## src/rtl/rx_cmd_ctrl_if.sv

```systemverilog
// -----------------------------------------------------------------------------
// rx_cmd_ctrl_if
// Bundles every non-clock/reset signal of the UART command controller:
//   RX side : RX_P_DATA, RX_D_VLD, RX_PAR_ERR, RX_STP_ERR        (into ctrl)
//   RF side : RF_Address, RF_WrEn, RF_RdEn, RF_WrData           (from ctrl)
//             RF_RdData, RF_RdData_Valid                        (into ctrl)
//   ALU side: ALU_FUN, ALU_EN, CLK_GATE_EN                      (from ctrl)
//             ALU_OUT, ALU_OUT_VLD                              (into ctrl)
//   TX side : TX_P_DATA, TX_D_VLD                               (from ctrl)
//             TX_BUSY                                           (into ctrl)
//   CMD_ERR : one-cycle error pulse                             (from ctrl)
// modport master : the controller itself.
// modport slave  : the surrounding UART / register file / ALU.
// Width parameters must match those of the rx_cmd_ctrl instance using it.
// -----------------------------------------------------------------------------
interface rx_cmd_ctrl_if #(
  parameter int Data_Width = 8,
  parameter int Addr_Width = 4
);
  logic [Data_Width-1:0]   RX_P_DATA;
  logic                    RX_D_VLD;
  logic                    RX_PAR_ERR;
  logic                    RX_STP_ERR;

  logic [Addr_Width-1:0]   RF_Address;
  logic                    RF_WrEn;
  logic                    RF_RdEn;
  logic [Data_Width-1:0]   RF_WrData;
  logic [Data_Width-1:0]   RF_RdData;
  logic                    RF_RdData_Valid;

  logic [3:0]              ALU_FUN;
  logic                    ALU_EN;
  logic                    CLK_GATE_EN;
  logic [2*Data_Width-1:0] ALU_OUT;
  logic                    ALU_OUT_VLD;

  logic [Data_Width-1:0]   TX_P_DATA;
  logic                    TX_D_VLD;
  logic                    TX_BUSY;

  logic                    CMD_ERR;

  modport master (
    input  RX_P_DATA, RX_D_VLD, RX_PAR_ERR, RX_STP_ERR,
    input  RF_RdData, RF_RdData_Valid, ALU_OUT, ALU_OUT_VLD, TX_BUSY,
    output RF_Address, RF_WrEn, RF_RdEn, RF_WrData,
    output ALU_FUN, ALU_EN, CLK_GATE_EN,
    output TX_P_DATA, TX_D_VLD, CMD_ERR
  );

  modport slave (
    output RX_P_DATA, RX_D_VLD, RX_PAR_ERR, RX_STP_ERR,
    output RF_RdData, RF_RdData_Valid, ALU_OUT, ALU_OUT_VLD, TX_BUSY,
    input  RF_Address, RF_WrEn, RF_RdEn, RF_WrData,
    input  ALU_FUN, ALU_EN, CLK_GATE_EN,
    input  TX_P_DATA, TX_D_VLD, CMD_ERR
  );
endinterface

```

## src/rtl/rx_cmd_ctrl.sv

```systemverilog
// -----------------------------------------------------------------------------
// rx_cmd_ctrl
// Decodes byte commands arriving from a UART receiver and drives a register
// file, an ALU and the UART transmitter:
//   0xAA addr data     : register-file write
//   0xBB addr          : register-file read, read byte sent back on TX
//   0xCC opA opB fun   : write opA->RF[0], opB->RF[1], run ALU, send result
//   0xDD fun           : run ALU on current RF[0]/RF[1], send result
// Result bytes go out LSB first. Any framing-error byte or unknown opcode
// aborts to IDLE with a one-cycle CMD_ERR; clean bytes arriving while the
// controller is waiting on RF/ALU/TX are dropped with CMD_ERR.
// Ports:
//   CLK  : clock, rising edge
//   RST  : synchronous active-high reset
//   bus  : rx_cmd_ctrl_if.master, all RX/RF/ALU/TX signals
// Every output is a flop; nothing combinational reaches the bus outputs.
// -----------------------------------------------------------------------------
module rx_cmd_ctrl #(
  parameter int Data_Width = 8,
  parameter int Addr_Width = 4
) (
  input  logic          CLK,
  input  logic          RST,
  rx_cmd_ctrl_if.master bus
);

  typedef enum logic [3:0] {
    S_IDLE, S_WR_ADDR, S_WR_DATA, S_RD_ADDR, S_RD_WAIT,
    S_OPA, S_OPB, S_FUN, S_ALU_WAIT, S_TX_REQ, S_TX_HOLD
  } state_t;

  localparam logic [Data_Width-1:0] OP_RF_WR  = Data_Width'(8'hAA);
  localparam logic [Data_Width-1:0] OP_RF_RD  = Data_Width'(8'hBB);
  localparam logic [Data_Width-1:0] OP_ALU_OP = Data_Width'(8'hCC);
  localparam logic [Data_Width-1:0] OP_ALU_NO = Data_Width'(8'hDD);

  state_t                  r_state, w_state_nxt;

  logic [Addr_Width-1:0]   r_rf_address,  w_rf_address_nxt;
  logic                    r_rf_wren,     w_rf_wren_nxt;
  logic                    r_rf_rden,     w_rf_rden_nxt;
  logic [Data_Width-1:0]   r_rf_wrdata,   w_rf_wrdata_nxt;
  logic [3:0]              r_alu_fun,     w_alu_fun_nxt;
  logic                    r_alu_en,      w_alu_en_nxt;
  logic                    r_clk_gate_en, w_clk_gate_en_nxt;
  logic [Data_Width-1:0]   r_tx_p_data,   w_tx_p_data_nxt;
  logic                    r_tx_d_vld,    w_tx_d_vld_nxt;
  logic                    r_cmd_err,     w_cmd_err_nxt;
  // Pending TX bytes, current one in the low byte; r_tx_left counts them.
  logic [2*Data_Width-1:0] r_tx_buf,      w_tx_buf_nxt;
  logic [1:0]              r_tx_left,     w_tx_left_nxt;

  logic w_byte_ok, w_byte_bad, w_is_cmd;

  assign w_byte_ok  = bus.RX_D_VLD & ~(bus.RX_PAR_ERR | bus.RX_STP_ERR);
  assign w_byte_bad = bus.RX_D_VLD &  (bus.RX_PAR_ERR | bus.RX_STP_ERR);
  assign w_is_cmd   = (bus.RX_P_DATA == OP_RF_WR)  || (bus.RX_P_DATA == OP_RF_RD) ||
                      (bus.RX_P_DATA == OP_ALU_OP) || (bus.RX_P_DATA == OP_ALU_NO);

  // NOTE: sequential state uses non-blocking (<=) so every flop samples the
  // pre-edge values of the others, independent of block ordering.
  always_ff @(posedge CLK) begin
    if (RST) r_state <= S_IDLE;
    else     r_state <= w_state_nxt;
  end

  // Next-state logic. A framing-error byte aborts from any state.
  always_comb begin
    // NOTE: default assignment first so no path leaves the signal unassigned
    // (which would infer a latch).
    w_state_nxt = r_state;
    if (w_byte_bad) begin
      w_state_nxt = S_IDLE;
    end else begin
      case (r_state)
        S_IDLE: if (w_byte_ok) begin
          if      (bus.RX_P_DATA == OP_RF_WR)  w_state_nxt = S_WR_ADDR;
          else if (bus.RX_P_DATA == OP_RF_RD)  w_state_nxt = S_RD_ADDR;
          else if (bus.RX_P_DATA == OP_ALU_OP) w_state_nxt = S_OPA;
          else if (bus.RX_P_DATA == OP_ALU_NO) w_state_nxt = S_FUN;
        end
        S_WR_ADDR:  if (w_byte_ok) w_state_nxt = S_WR_DATA;
        S_WR_DATA:  if (w_byte_ok) w_state_nxt = S_IDLE;
        S_RD_ADDR:  if (w_byte_ok) w_state_nxt = S_RD_WAIT;
        S_RD_WAIT:  if (bus.RF_RdData_Valid) w_state_nxt = S_TX_REQ;
        S_OPA:      if (w_byte_ok) w_state_nxt = S_OPB;
        S_OPB:      if (w_byte_ok) w_state_nxt = S_FUN;
        S_FUN:      if (w_byte_ok) w_state_nxt = S_ALU_WAIT;
        S_ALU_WAIT: if (bus.ALU_OUT_VLD) w_state_nxt = S_TX_REQ;
        // Leave TX_REQ only once our request has been acknowledged by BUSY.
        S_TX_REQ:   if (r_tx_d_vld && bus.TX_BUSY) w_state_nxt = S_TX_HOLD;
        S_TX_HOLD:  if (!bus.TX_BUSY) w_state_nxt = (r_tx_left > 2'd1) ? S_TX_REQ : S_IDLE;
        default:    w_state_nxt = S_IDLE;
      endcase
    end
  end

  // Next values of the output registers. Strobes default low every cycle;
  // buses and levels hold unless a state updates them.
  always_comb begin
    w_rf_address_nxt  = r_rf_address;
    w_rf_wren_nxt     = 1'b0;
    w_rf_rden_nxt     = 1'b0;
    w_rf_wrdata_nxt   = r_rf_wrdata;
    w_alu_fun_nxt     = r_alu_fun;
    w_alu_en_nxt      = 1'b0;
    w_clk_gate_en_nxt = r_clk_gate_en;
    w_tx_p_data_nxt   = r_tx_p_data;
    w_tx_d_vld_nxt    = r_tx_d_vld;
    w_cmd_err_nxt     = 1'b0;
    w_tx_buf_nxt      = r_tx_buf;
    w_tx_left_nxt     = r_tx_left;

    if (w_byte_bad) begin
      // Abort: drop the byte and release anything held open.
      w_cmd_err_nxt     = 1'b1;
      w_clk_gate_en_nxt = 1'b0;
      w_tx_d_vld_nxt    = 1'b0;
      w_tx_left_nxt     = 2'd0;
    end else begin
      case (r_state)
        S_IDLE: if (w_byte_ok && !w_is_cmd) w_cmd_err_nxt = 1'b1;
        S_WR_ADDR: if (w_byte_ok) w_rf_address_nxt = bus.RX_P_DATA[Addr_Width-1:0];
        S_WR_DATA: if (w_byte_ok) begin
          w_rf_wrdata_nxt = bus.RX_P_DATA;
          w_rf_wren_nxt   = 1'b1;
        end
        S_RD_ADDR: if (w_byte_ok) begin
          w_rf_address_nxt = bus.RX_P_DATA[Addr_Width-1:0];
          w_rf_rden_nxt    = 1'b1;
        end
        S_RD_WAIT: begin
          if (bus.RX_D_VLD) w_cmd_err_nxt = 1'b1;
          if (bus.RF_RdData_Valid) begin
            w_tx_buf_nxt  = {{Data_Width{1'b0}}, bus.RF_RdData};
            w_tx_left_nxt = 2'd1;
          end
        end
        S_OPA: if (w_byte_ok) begin
          w_rf_address_nxt = '0;
          w_rf_wrdata_nxt  = bus.RX_P_DATA;
          w_rf_wren_nxt    = 1'b1;
        end
        S_OPB: if (w_byte_ok) begin
          w_rf_address_nxt = Addr_Width'(1);
          w_rf_wrdata_nxt  = bus.RX_P_DATA;
          w_rf_wren_nxt    = 1'b1;
        end
        S_FUN: if (w_byte_ok) begin
          w_alu_fun_nxt     = bus.RX_P_DATA[3:0];
          w_alu_en_nxt      = 1'b1;
          w_clk_gate_en_nxt = 1'b1;
        end
        S_ALU_WAIT: begin
          if (bus.RX_D_VLD) w_cmd_err_nxt = 1'b1;
          // Gate stays open through the cycle the result strobe is seen.
          if (bus.ALU_OUT_VLD) begin
            w_clk_gate_en_nxt = 1'b0;
            w_tx_buf_nxt      = bus.ALU_OUT;
            w_tx_left_nxt     = 2'd2;
          end
        end
        S_TX_REQ: begin
          if (bus.RX_D_VLD) w_cmd_err_nxt = 1'b1;
          if (!r_tx_d_vld) begin
            if (!bus.TX_BUSY) begin
              w_tx_p_data_nxt = r_tx_buf[Data_Width-1:0];
              w_tx_d_vld_nxt  = 1'b1;
            end
          end else if (bus.TX_BUSY) begin
            w_tx_d_vld_nxt = 1'b0;
          end
        end
        S_TX_HOLD: begin
          if (bus.RX_D_VLD) w_cmd_err_nxt = 1'b1;
          if (!bus.TX_BUSY) begin
            w_tx_buf_nxt  = r_tx_buf >> Data_Width;
            w_tx_left_nxt = r_tx_left - 2'd1;
          end
        end
        default: ;
      endcase
    end
  end

  // NOTE: every register here, including the TX byte buffer, is cleared by
  // reset so no stale command data survives an aborted transaction.
  always_ff @(posedge CLK) begin
    if (RST) begin
      r_rf_address  <= '0;
      r_rf_wren     <= 1'b0;
      r_rf_rden     <= 1'b0;
      r_rf_wrdata   <= '0;
      r_alu_fun     <= '0;
      r_alu_en      <= 1'b0;
      r_clk_gate_en <= 1'b0;
      r_tx_p_data   <= '0;
      r_tx_d_vld    <= 1'b0;
      r_cmd_err     <= 1'b0;
      r_tx_buf      <= '0;
      r_tx_left     <= 2'd0;
    end else begin
      r_rf_address  <= w_rf_address_nxt;
      r_rf_wren     <= w_rf_wren_nxt;
      r_rf_rden     <= w_rf_rden_nxt;
      r_rf_wrdata   <= w_rf_wrdata_nxt;
      r_alu_fun     <= w_alu_fun_nxt;
      r_alu_en      <= w_alu_en_nxt;
      r_clk_gate_en <= w_clk_gate_en_nxt;
      r_tx_p_data   <= w_tx_p_data_nxt;
      r_tx_d_vld    <= w_tx_d_vld_nxt;
      r_cmd_err     <= w_cmd_err_nxt;
      r_tx_buf      <= w_tx_buf_nxt;
      r_tx_left     <= w_tx_left_nxt;
    end
  end

  assign bus.RF_Address  = r_rf_address;
  assign bus.RF_WrEn     = r_rf_wren;
  assign bus.RF_RdEn     = r_rf_rden;
  assign bus.RF_WrData   = r_rf_wrdata;
  assign bus.ALU_FUN     = r_alu_fun;
  assign bus.ALU_EN      = r_alu_en;
  assign bus.CLK_GATE_EN = r_clk_gate_en;
  assign bus.TX_P_DATA   = r_tx_p_data;
  assign bus.TX_D_VLD    = r_tx_d_vld;
  assign bus.CMD_ERR     = r_cmd_err;

endmodule

```

## src/flat_wrapper.sv

```systemverilog
// flat-port wrapper written by rule: the top's interface ports become plain ports
module rx_cmd_ctrl_flat 
#(
  parameter int Data_Width = 8,
  parameter int Addr_Width = 4
)
  (CLK, RST, bus_RX_P_DATA, bus_RX_D_VLD, bus_RX_PAR_ERR, bus_RX_STP_ERR, bus_RF_RdData, bus_RF_RdData_Valid, bus_ALU_OUT, bus_ALU_OUT_VLD, bus_TX_BUSY, bus_RF_Address, bus_RF_WrEn, bus_RF_RdEn, bus_RF_WrData, bus_ALU_FUN, bus_ALU_EN, bus_CLK_GATE_EN, bus_TX_P_DATA, bus_TX_D_VLD, bus_CMD_ERR);
  rx_cmd_ctrl_if #(.Data_Width(Data_Width), .Addr_Width(Addr_Width)) bus_i ();
  input  logic CLK;
  input  logic RST;
  input wire logic [$bits(bus_i.RX_P_DATA)-1:0] bus_RX_P_DATA;
  input wire logic [$bits(bus_i.RX_D_VLD)-1:0] bus_RX_D_VLD;
  input wire logic [$bits(bus_i.RX_PAR_ERR)-1:0] bus_RX_PAR_ERR;
  input wire logic [$bits(bus_i.RX_STP_ERR)-1:0] bus_RX_STP_ERR;
  input wire logic [$bits(bus_i.RF_RdData)-1:0] bus_RF_RdData;
  input wire logic [$bits(bus_i.RF_RdData_Valid)-1:0] bus_RF_RdData_Valid;
  input wire logic [$bits(bus_i.ALU_OUT)-1:0] bus_ALU_OUT;
  input wire logic [$bits(bus_i.ALU_OUT_VLD)-1:0] bus_ALU_OUT_VLD;
  input wire logic [$bits(bus_i.TX_BUSY)-1:0] bus_TX_BUSY;
  output wire logic [$bits(bus_i.RF_Address)-1:0] bus_RF_Address;
  output wire logic [$bits(bus_i.RF_WrEn)-1:0] bus_RF_WrEn;
  output wire logic [$bits(bus_i.RF_RdEn)-1:0] bus_RF_RdEn;
  output wire logic [$bits(bus_i.RF_WrData)-1:0] bus_RF_WrData;
  output wire logic [$bits(bus_i.ALU_FUN)-1:0] bus_ALU_FUN;
  output wire logic [$bits(bus_i.ALU_EN)-1:0] bus_ALU_EN;
  output wire logic [$bits(bus_i.CLK_GATE_EN)-1:0] bus_CLK_GATE_EN;
  output wire logic [$bits(bus_i.TX_P_DATA)-1:0] bus_TX_P_DATA;
  output wire logic [$bits(bus_i.TX_D_VLD)-1:0] bus_TX_D_VLD;
  output wire logic [$bits(bus_i.CMD_ERR)-1:0] bus_CMD_ERR;
  assign bus_i.RX_P_DATA = bus_RX_P_DATA;
  assign bus_i.RX_D_VLD = bus_RX_D_VLD;
  assign bus_i.RX_PAR_ERR = bus_RX_PAR_ERR;
  assign bus_i.RX_STP_ERR = bus_RX_STP_ERR;
  assign bus_i.RF_RdData = bus_RF_RdData;
  assign bus_i.RF_RdData_Valid = bus_RF_RdData_Valid;
  assign bus_i.ALU_OUT = bus_ALU_OUT;
  assign bus_i.ALU_OUT_VLD = bus_ALU_OUT_VLD;
  assign bus_i.TX_BUSY = bus_TX_BUSY;
  assign bus_RF_Address = bus_i.RF_Address;
  assign bus_RF_WrEn = bus_i.RF_WrEn;
  assign bus_RF_RdEn = bus_i.RF_RdEn;
  assign bus_RF_WrData = bus_i.RF_WrData;
  assign bus_ALU_FUN = bus_i.ALU_FUN;
  assign bus_ALU_EN = bus_i.ALU_EN;
  assign bus_CLK_GATE_EN = bus_i.CLK_GATE_EN;
  assign bus_TX_P_DATA = bus_i.TX_P_DATA;
  assign bus_TX_D_VLD = bus_i.TX_D_VLD;
  assign bus_CMD_ERR = bus_i.CMD_ERR;
  rx_cmd_ctrl #(.Data_Width(Data_Width), .Addr_Width(Addr_Width)) u_core (.CLK(CLK), .RST(RST), .bus(bus_i));
endmodule
```

## config.mk

```make
export PLATFORM = sky130hd
export DESIGN_NAME = rx_cmd_ctrl_flat
export DESIGN_NICKNAME = d
export VERILOG_FILES = /design/src/rtl/rx_cmd_ctrl_if.sv /design/src/rtl/rx_cmd_ctrl.sv /design/src/flat_wrapper.sv
export SDC_FILE = /design/constraint.sdc
export NUM_CORES = 1
export LEC_CHECK = 0
export ABC_AREA = 1
export BUFFER_PORTS_ARGS = -buffer_cell sky130_fd_sc_hd__buf_2
export CAP_MARGIN = 20
export CORE_MARGIN = 1.5
export CORE_UTILIZATION = 40
export DETAILED_ROUTE_END_ITERATION = 8
export GPL_TIMING_DRIVEN = 0
export MAX_ROUTING_LAYER = met4
export PLACE_DENSITY = 0.67
export SETUP_SLACK_MARGIN = 0.1
export SLEW_MARGIN = 20
export SYNTH_ARGS = -nofsm -noshare
export SYNTH_HDL_FRONTEND = slang
export SYNTH_SLANG_ARGS = --single-unit
```

## constraint.sdc

```tcl
create_clock -name CLK -period 1.5 [get_ports CLK]
set_input_delay 0.225 -clock CLK [delete_from_list [all_inputs] [get_ports CLK]]
set_output_delay 0.225 -clock CLK [all_outputs]
set_load 0.02 [all_outputs]
```

### Word level (Yosys, flattened, before mapping)

Cells that the tools add are included.
Widths: inputs -> output; s select.

| cells by class | value |
|---|---|
| $add $sub $neg | 1 |
| multiply operators | 0 |
| divide/modulo/power cells | 0 |
| order comparisons | 1 |
| equal/unequal tests | 27 |
| shift-type cells | 0 |
| multiplexer cells | 37 |
| bitwise operators | 10 |
| reductions and logical operators | 25 |

Operator list:

| cell | count |
|---|---|
| $mux 4 | 18 |
| $mux 16 | 3 |
| $pmux 16 s3 | 1 |
| $pmux 4 s11 | 1 |
| $eq 8x8->1 const B | 4 |
| $ne 2x1->1 const B | 9 |
| $eq 4x3->1 const B | 4 |
| $eq 4x4->1 const B | 3 |
| $pmux 4 s3 | 1 |
| $reduce_and 12->1 | 1 |
| $reduce_or 3->1 | 4 |
| $reduce_and 5->1 | 2 |
| $reduce_and 3->1 | 3 |
| $eq 4x2->1 const B | 2 |
| $reduce_and 4->1 | 2 |
| $mux 1 | 7 |
| $not 1->1 | 7 |
| $mux 2 | 3 |
| $ne 2x2->1 const B | 3 |
| $pmux 2 s3 | 1 |
| $reduce_bool 3->1 | 2 |
| $ne 5x1->1 const B | 1 |
| $eq 4x1->1 const B | 1 |
| $logic_not 4->1 | 1 |
| 11 further kinds | 17 |

| storage, ports and cells | value |
|---|---|
| flip-flop bits (word level) | 52 |
| latch bits | 0 |
| RAM bits | 0 |
| memory bits (read-only) | 0 |
| word-level logic and storage cells | 114 |
| memories | 0 |

### Depth between registers and ports, before layout

Gate-level depths: netlist of the first run.

| depth | value |
|---|---|
| depth in word-level cells | 9 |
| depth in mapped cells | 11 |

### Worst setup path after synthesis of the first run

OpenSTA, ideal clock, no wires.

| path | value |
|---|---|
| path type | reg-to-reg |
| start | register u_core.r_state[3] |
| end | register u_core.r_tx_buf[10] |
| setup time | 128 ps |
| arrival time | 1382 ps |
| setup slack | -10 ps |
| cell stages (with the launch flop) | 11 |
| clock period less this slack | 1510 ps |
| path through | dfxtp_1 -> inv_1 -> nor2_4 -> nand2_4 -> nand2_2 -> nand4_4 -> nor2_4 -> buf_4 -> nand2_1 -> o21ai_1 -> nor2_1 |

| on the way | value |
|---|---|
| word-level cells in the longest chain between the ends | 3 |
| elaborated cells between the ends (all ways) | 9 |
| classes of those cells | 6 x eq/ne; 1 x mux; 2 x reduce/logical |

RTL lines:

| item | line | source |
|---|---|---|
| start: declaration | rx_cmd_ctrl.sv:37 | `state_t r_state, w_state_nxt;` |
| start signal: assignment | rx_cmd_ctrl.sv:64 | `else r_state <= w_state_nxt;` |
| $eq 4x4->1 / $eq 4x3->1 (equally long branches) | rx_cmd_ctrl.sv:121 | `case (r_state)` |
| $ne 2x2->1 (no source line) / $reduce_bool 3->1 (equally long branches) | -- |  |
| $reduce_and 5->1 (no source line) | -- |  |
| end signal: assignment | rx_cmd_ctrl.sv:213 | `r_tx_buf <= w_tx_buf_nxt;` |
| end: declaration | rx_cmd_ctrl.sv:50 | `logic [2*Data_Width-1:0] r_tx_buf, w_tx_buf_nxt;` |

Several ways; a longest one is shown, not always the timed one.
A chain may end at the register's enable or synchronous reset.

### Worst setup path after layout of the first run

| path | value |
|---|---|
| start | register u_core.r_state[2] |
| end | register u_core.r_tx_buf[3] |

Same word-level chain as after synthesis.

==> results of run 1 <==
## through the flow
step,hold slack (ns),setup TNS (ns)
global placement,0.453,-4.98
finish,0.178,-1.02
CTS,0.196,-0.150
global route,0.209,-3.23
detailed placement,0.460,-5.60
floorplan,0.386,0
## power breakdown
group	total [W]	switching [W]	leakage, nW	internal (W)
clock	0.000870	0.000527	0.0463	0.000344
sequential	0.00138	0.00000224	0.422	0.00138
combinational	0.000193	0.000117	1.14	0.0000752
## cells in the final DEF (no fill, tap or decap), types with 7 or more instances in the layout
master,n
buf_2,69
dfxtp_1,48
o21ai_0,18
nand3_1,8
buf_4,15
inv_1,21
nand2_2,16
o21ai_2,10
nand2_1,75
o21ai_1,14
nor2_1,76
nor2_4,9
a21oi_1,17
buf_6,7
nand2_4,9
## worst min-delay path: cells and delay by family
kind            cells  cell delay, ns
buf+inv             1            0.10
compound gates      1            0.07
simple gates        1            0.07
## kinds of logic (layout without fill, tap and decap cells)
| family | after synthesis | in the layout |
|---|---|---|
| AO/OA/AOI/OAI | 66 | 66 |
| adder cells (fa/ha/maj) | 1 | 1 |
| buffers and inverters | 40 | 136 |
| flip-flops | 52 | 52 |
| AND/OR/NAND/NOR | 211 | 213 |
## worst paths after layout
kind	start	end	slack, ns	cells past startpoint
setup / recovery	u_core.r_state[2]$_SDFFE_PP0P_	u_core.r_tx_buf[3]$_SDFFE_PP0P_	-0.07	10
hold / removal	bus_RX_P_DATA[6]	u_core.bus.RF_WrData[6]$_SDFFE_PP0P_	0.18	3
setup reg to reg	u_core.r_state[2]$_SDFFE_PP0P_	u_core.r_tx_buf[3]$_SDFFE_PP0P_	-0.07	10
hold reg to reg	u_core.bus.RF_Address[1]$_SDFFE_PP0P_	u_core.bus.RF_Address[1]$_SDFFE_PP0P_	0.47	2
## sequential cells by signal, indices dropped and copies added, names as in the netlist
name                    cells
u_core.bus.ALU_EN           1
u_core.bus.ALU_FUN          4
u_core.bus.CLK_GATE_EN      1
u_core.bus.CMD_ERR          1
u_core.bus.RF_Address       4
u_core.bus.RF_RdEn          1
u_core.bus.RF_WrData        8
u_core.bus.RF_WrEn          1
u_core.bus.TX_D_VLD         1
u_core.bus.TX_P_DATA        8
u_core.r_state              4
u_core.r_tx_buf            16
u_core.r_tx_left            2
## timing repair
action	in CTS	in global routing
hold buffers	0	0
gates resized for setup	50	55
pin swaps	11	5
cloned	2	2
buffers inserted	9	9
endpoints found under the setup margin	43	48
## area by class of cell
| class | instances | area, um^2 |
|---|---|---|
| fillers | 566 | 2440 |
| plain buffers | 9 | 57.6 |
| multi-input cells | 280 | 1530 |
| repair inverters | 1 | 6.26 |
| inverters | 31 | 141 |
| clock buffers | 5 | 68.8 |
| well taps | 75 | 93.8 |
| clock inverters | 3 | 27.5 |
| repair buffers | 87 | 498 |
| flip-flops and latches | 52 | 1060 |
## per-layer routing
layer  global-route usage (%)  vias to the layer above  share of wire [%]
met4                     6.90                        0                2.2
met1                     27.5                     1197                 46
met2                     34.0                       76                 46
met3                     4.04                       15                5.4
li1                         -                     1379                  -
met5                        -                        -                  0
==> impl_metrics.tcl, run 1 <==
set metrics [dict create \
    setup_viol 25 \
    timing.fmax_mhz 637 \
    grt_antenna_before_repair 0 \
    cts.sinks 52 \
    ys_top_cells_by_count "95 x nand2_1, 84 x nor2_1, 52 x dfxtp_1" \
    via_per_inst 4.91 \
    grt_max_degree 19 \
    crit_required_ns 1.72 \
    async_reset_ff_share_pct 0 \
    fp.dieW_um 81.2 \
    io_pins 70 \
    rsz0062_at_grt "yes" \
    grt_pass1_vias 2282 \
    peakVddDrop_v 0.000364 \
    cts_buffers 5 \
    synth_cell_types 28 \
    num_rows 28 \
    synthesis.nets 411 \
    diodes 0 \
    cts_max_level 2 \
    min_path_type "input pin to register" \
    yosysWarningCount 0 \
    yosys.area_share.simple_pct 36.2 \
    synthFlopType "dfxtp_1" \
    netlist.area_leader.share_pct 42.6 \
    place_area_um2 2910 \
    synthXorXnorAreaFrac_pct 0 \
    cts-root-buf "clkbuf_8" \
    drive_gt1_share_pct 37.0 \
    cts_tree "done" \
    yosys.area.top_type "dfxtp_1" \
    slew_violations 0 \
    crit_slowest_cell "dfxtp_4" \
    min_period_ns 1.57 \
    grtUsageTotal_pct 21.4 \
    worst_path_dominant_cell_family "simple AND/OR/NAND/NOR gates" \
    relSlewSlack_pct 62.9 \
    critPathMaxStageDelay_ns 0.42 \
    first_pass_iters 5 \
    critPathMaxFanout 10 \
    syn_avg_cell_area_um2 6.61 \
    fin_nets 508 \
    end_kind "register" \
    synth_cells 370 \
    drt_iter0_drc 89 \
    synth-adder-area-share_pct 0.512 \
    placed_cells 513 \
    power.density_nw_per_um2 702 \
    crit_path_cell_trace "inv_4, nor2_4, nand2_2, nand2_4, nand4_4, nor2_4, buf_6, nand2_1, nand2_1, nor2_1" \
    syn_area_um2 2440 \
    leakagePower_nw 1.61 \
    clk_pin_slew_ns 0.11 \
    fin_ws_ns -0.0690 \
    maxCapViolCount 0 \
    violations "setup timing" \
    final-hold-violation-count 0 \
    power_w 0.00244 \
    skew_ns 0.00505 \
    muxShareOfSynthArea_pct 0 \
    route.detailed.drc 0 \
    post-place-ws_ns -0.221 \
    start_kind "register" \
    tightest_slew_ns 0.557 \
    final_cells 543 \
    worstPathArrival_ns 1.79 \
    yosysMostFrequentCell "nand2_1" \
    synth_edf_count 0 \
    gr-total-overflow 0 \
    yosysSeqAreaShare_pct 42.6 \
    core-area_um2 5920 \
    utilization_pct 58.7 \
    synth_compound_area_share_pct 14.1 \
    fp.dieH_um 81.2 \
    wl_per_cell_um 12.8 \
    synth_area_leaders "dfxtp_1 43%, nand2_1 15%, nor2_1 13%, o21ai_0 7.0%, inv_1 4.1%" \
    outcome "finished, violations left" \
    critPathKind "register to register" \
    grt_pass1_wl_mm 10.6 \
    synthToLayoutAreaGrowth_pct 42.2 \
    design_area_um2 3480 \
    dp_hpwl_mm 4.58 \
    synth_top_family_by_area "simple AND/OR/NAND/NOR gates" \
    portBuffers 68 \
    path_buf_inv 2 \
    place_congestion 0.927 \
    vias 2667 \
    drtAntennaViolNets 0 \
    clk_path_buf_depth 2 \
    wirelength_mm 6.93 \
    ys_ff_latch 52 \
    start_util_pct 41.3 \
    fin_crit_sh_pct 105 \
    fp.dieArea_um2 6590 \
    insertion_delay_ns 0.32 \
]
Power figures use the tool's default switching activity.
==> inputs of run 2 (changes only) <==
--- a/config.mk
+++ b/config.mk
@@ -8,14 +8,17 @@
 export ABC_AREA = 1
 export BUFFER_PORTS_ARGS = -buffer_cell sky130_fd_sc_hd__buf_2
 export CAP_MARGIN = 20
+export CELL_PAD_IN_SITES_DETAIL_PLACEMENT = 0
+export CELL_PAD_IN_SITES_GLOBAL_PLACEMENT = 2
 export CORE_MARGIN = 1.5
-export CORE_UTILIZATION = 40
+export CORE_UTILIZATION = 24
 export DETAILED_ROUTE_END_ITERATION = 8
 export GPL_TIMING_DRIVEN = 0
 export MAX_ROUTING_LAYER = met4
-export PLACE_DENSITY = 0.67
+export PLACE_DENSITY_LB_ADDON = 0.1
 export SETUP_SLACK_MARGIN = 0.1
 export SLEW_MARGIN = 20
 export SYNTH_ARGS = -nofsm -noshare
 export SYNTH_HDL_FRONTEND = slang
 export SYNTH_SLANG_ARGS = --single-unit
+export TNS_END_PERCENT = 20
==> run 2 against run 1 <==
Against the previous run: the flow still finishes with violations (setup timing); utilization is 24 points lower; worst setup slack got worse by 0.026 ns; sequential share of layout area is 0.22 points higher; critical endpoint is now u_core.r_tx_buf[15]$_SDFFE_PP0P_; largest power group unchanged.
==> impl_metrics.tcl, run 2 (synthesis gave the netlist of run 1 again) <==
set metrics [dict create \
    hold_buffers 0 \
    fp.dieArea_um2 10800 \
    start_kind "register" \
    crit_top_cell "buf_6" \
    insertion_delay_ns 0.31 \
    worstPathArrival_ns 1.79 \
    final_cells 601 \
    met2_usage_pct 22.3 \
    first_pass_iters 4 \
    crit_path_cell_trace "inv_4, nor2_4, buf_6, buf_6, nand3_4, nand4_4, nor2_4, buf_6, nand2_1, o21ai_1, nor2_1" \
    fp.dieH_um 104 \
    power_w 0.00244 \
    clk_path_buf_depth 2 \
    grt_antenna_before_repair 0 \
    critPathKind "register to register" \
    diodes 0 \
    clk_pin_slew_ns 0.11 \
    violations "setup timing" \
    power.density_nw_per_um2 706 \
    maxCapViolCount 0 \
    crit_required_ns 1.69 \
    min-delay-start "bus_RX_P_DATA[6]" \
    dp_hpwl_mm 5.66 \
    fillers 1123 \
    min_path_type "input pin to register" \
    r2r_slack_ns -0.1 \
    min_period_ns 1.60 \
    relSlewSlack_pct 63.7 \
    final-hold-violation-count 0 \
    slew_violations 0 \
    drt_iter0_drc 80 \
    grt_pass1_wl_mm 12.6 \
    wirelength_mm 7.59 \
    path_buf_inv 4 \
    route.detailed.drc 0 \
    crit_slowest_cell "dfxtp_4" \
    grt_pass1_vias 2389 \
    cts.sinks 52 \
    top_register "u_core.r_tx_buf" \
    placed_cells 571 \
    holdPathStages 3 \
    final_common_cell "nand2_1" \
    outcome "finished, violations left" \
    skew_ns 0.00692 \
    fin_ws_ns -0.0951 \
    min_to "u_core.bus.RF_WrData[6]$_SDFFE_PP0P_" \
    via_per_inst 4.22 \
    met1_usage_pct 21.1 \
    vias 2535 \
    fp.dieW_um 104 \
    regArea_um2 1060 \
    core-area_um2 9820 \
    start_util_pct 24.9 \
    grtUsageTotal_pct 14.9 \
    fin_nets 508 \
    num_rows 36 \
    portBuffers 68 \
    largest_reg_flops 16 \
    peakVddDrop_v 0.000361 \
    tightest_slew_ns 0.544 \
    drive_gt1_share_pct 32.7 \
    leakagePower_nw 1.60 \
    drtAntennaViolNets 0 \
    grt.busiest_layer "met2" \
    cts_max_level 2 \
    place_congestion 0.781 \
    worst_path_dominant_cell_family "simple AND/OR/NAND/NOR gates" \
    setup_viol 21 \
    cts_buffers 5 \
    grt_max_degree 19 \
    synthToLayoutAreaGrowth_pct 41.2 \
    cts-root-buf "clkbuf_8" \
    multi_input_area_um2 1410 \
    critPathMaxFanout 6 \
    critPathMaxStageDelay_ns 0.38 \
    gr-total-overflow 0 \
    end_kind "register" \
    cts_tree "done" \
    r2r_end "u_core.r_tx_buf[15]$_SDFFE_PP0P_" \
    wl_per_cell_um 12.6 \
    grt.met3_usage_pct 2.57 \
    timing.fmax_mhz 627 \
    utilization_pct 35.2 \
    post-place-ws_ns -0.384 \
    rsz0062_at_grt "yes" \
    io_pins 70 \
    worstReg2RegStart "u_core.r_state[3]$_SDFFE_PP0P_" \
    fin_crit_sh_pct 106 \
    r2r_cells 11 \
    layout_common_cells "81 x nand2_1, 79 x nor2_1, 68 x buf_2, 48 x dfxtp_1, 25 x o21ai_0" \
]
==> run 2: changes by cell type in the layout (fill, tap and decap cells not counted), sizes merged <==
cell,change
nand2,-1
clkinv,-2
buf,+3
inv,+1
nand3,-1
==> run 2: stage by stage <==
stage          hold WS (ns)  cell area [um^2]  TNS (ns)
2_1_floorplan         0.386              2460         0
3_3_place_gp          0.459              2970    -11.40
3_5_place_dp          0.466              2970    -10.71
4_1_cts               0.193              3260     -1.16
5_1_grt               0.213              3450     -5.17
6_report              0.182              3450     -1.19
==> run 2: worst register-to-register path, stage by stage (launching register included) <==
cell,delay (ns)
dfxtp_4,0.38
inv_4,0.06
nor2_4,0.05
buf_6,0.12
buf_6,0.11
nand3_4,0.08
nand4_4,0.11
nor2_4,0.24
buf_6,0.16
nand2_1,0.05
o21ai_1,0.06
nor2_1,0.05
==> run 2: cell type report <==
| type | count | area share (%) |
|---|---|---|
| repair buffers | 90 | 15.3 |
| well taps | 133 | 4.82 |
| clock buffers | 5 | 1.99 |
| inverters | 31 | 3.81 |
| multi-input cells | 278 | 41.0 |
| flip-flops and latches | 52 | 30.6 |
| clock inverters | 3 | 0.797 |
| plain buffers | 9 | 1.74 |
==> run 2: worst max-delay path by stage <==
stage / from / endpoint / slack [ns] / cells after the start
after floorplan: u_core.r_state[3]$_SDFFE_PP0P_ / u_core.r_tx_buf[10]$_SDFFE_PP0P_ / 0.03 / 10
after global placement: bus_RX_STP_ERR / u_core.bus.CLK_GATE_EN$_SDFFE_PP0P_ / -0.38 / 6
after detailed placement: u_core.r_state[0]$_SDFFE_PP0P_ / u_core.bus.RF_WrData[4]$_SDFFE_PP0P_ / -0.38 / 9
after CTS: u_core.r_state[0]$_SDFFE_PP0P_ / u_core.bus.RF_WrData[4]$_SDFFE_PP0P_ / -0.07 / 9
after global routing: u_core.r_state[3]$_SDFFE_PP0P_ / u_core.r_tx_buf[15]$_SDFFE_PP0P_ / -0.22 / 10
final: u_core.r_state[3]$_SDFFE_PP0P_ / u_core.r_tx_buf[15]$_SDFFE_PP0P_ / -0.1 / 11
==> run 2: routing by layer <==
metal | vias to the layer above | routed length, um | share of wire [%]
met4 | 0 | 56 | 0.74
met3 | 5 | 270 | 3.6
li1 | 1373 | - | -
met5 | - | 0 | 0
met2 | 49 | 3240 | 43
met1 | 1108 | 4020 | 53
==> run 2: report_power, final <==
part           switching, W  internal, W  leakage, nW
combinational      0.000111    0.0000715         1.13
clock              0.000532     0.000344       0.0463
sequential       0.00000184      0.00138        0.422
total              0.000644      0.00179         1.60
==> run 2: what timing repair did <==
item	in CTS	in global routing
endpoints found under the setup margin	44	48
setup buffers	10	10
gates cloned	2	0
resized for setup	33	41
pin swaps	9	5
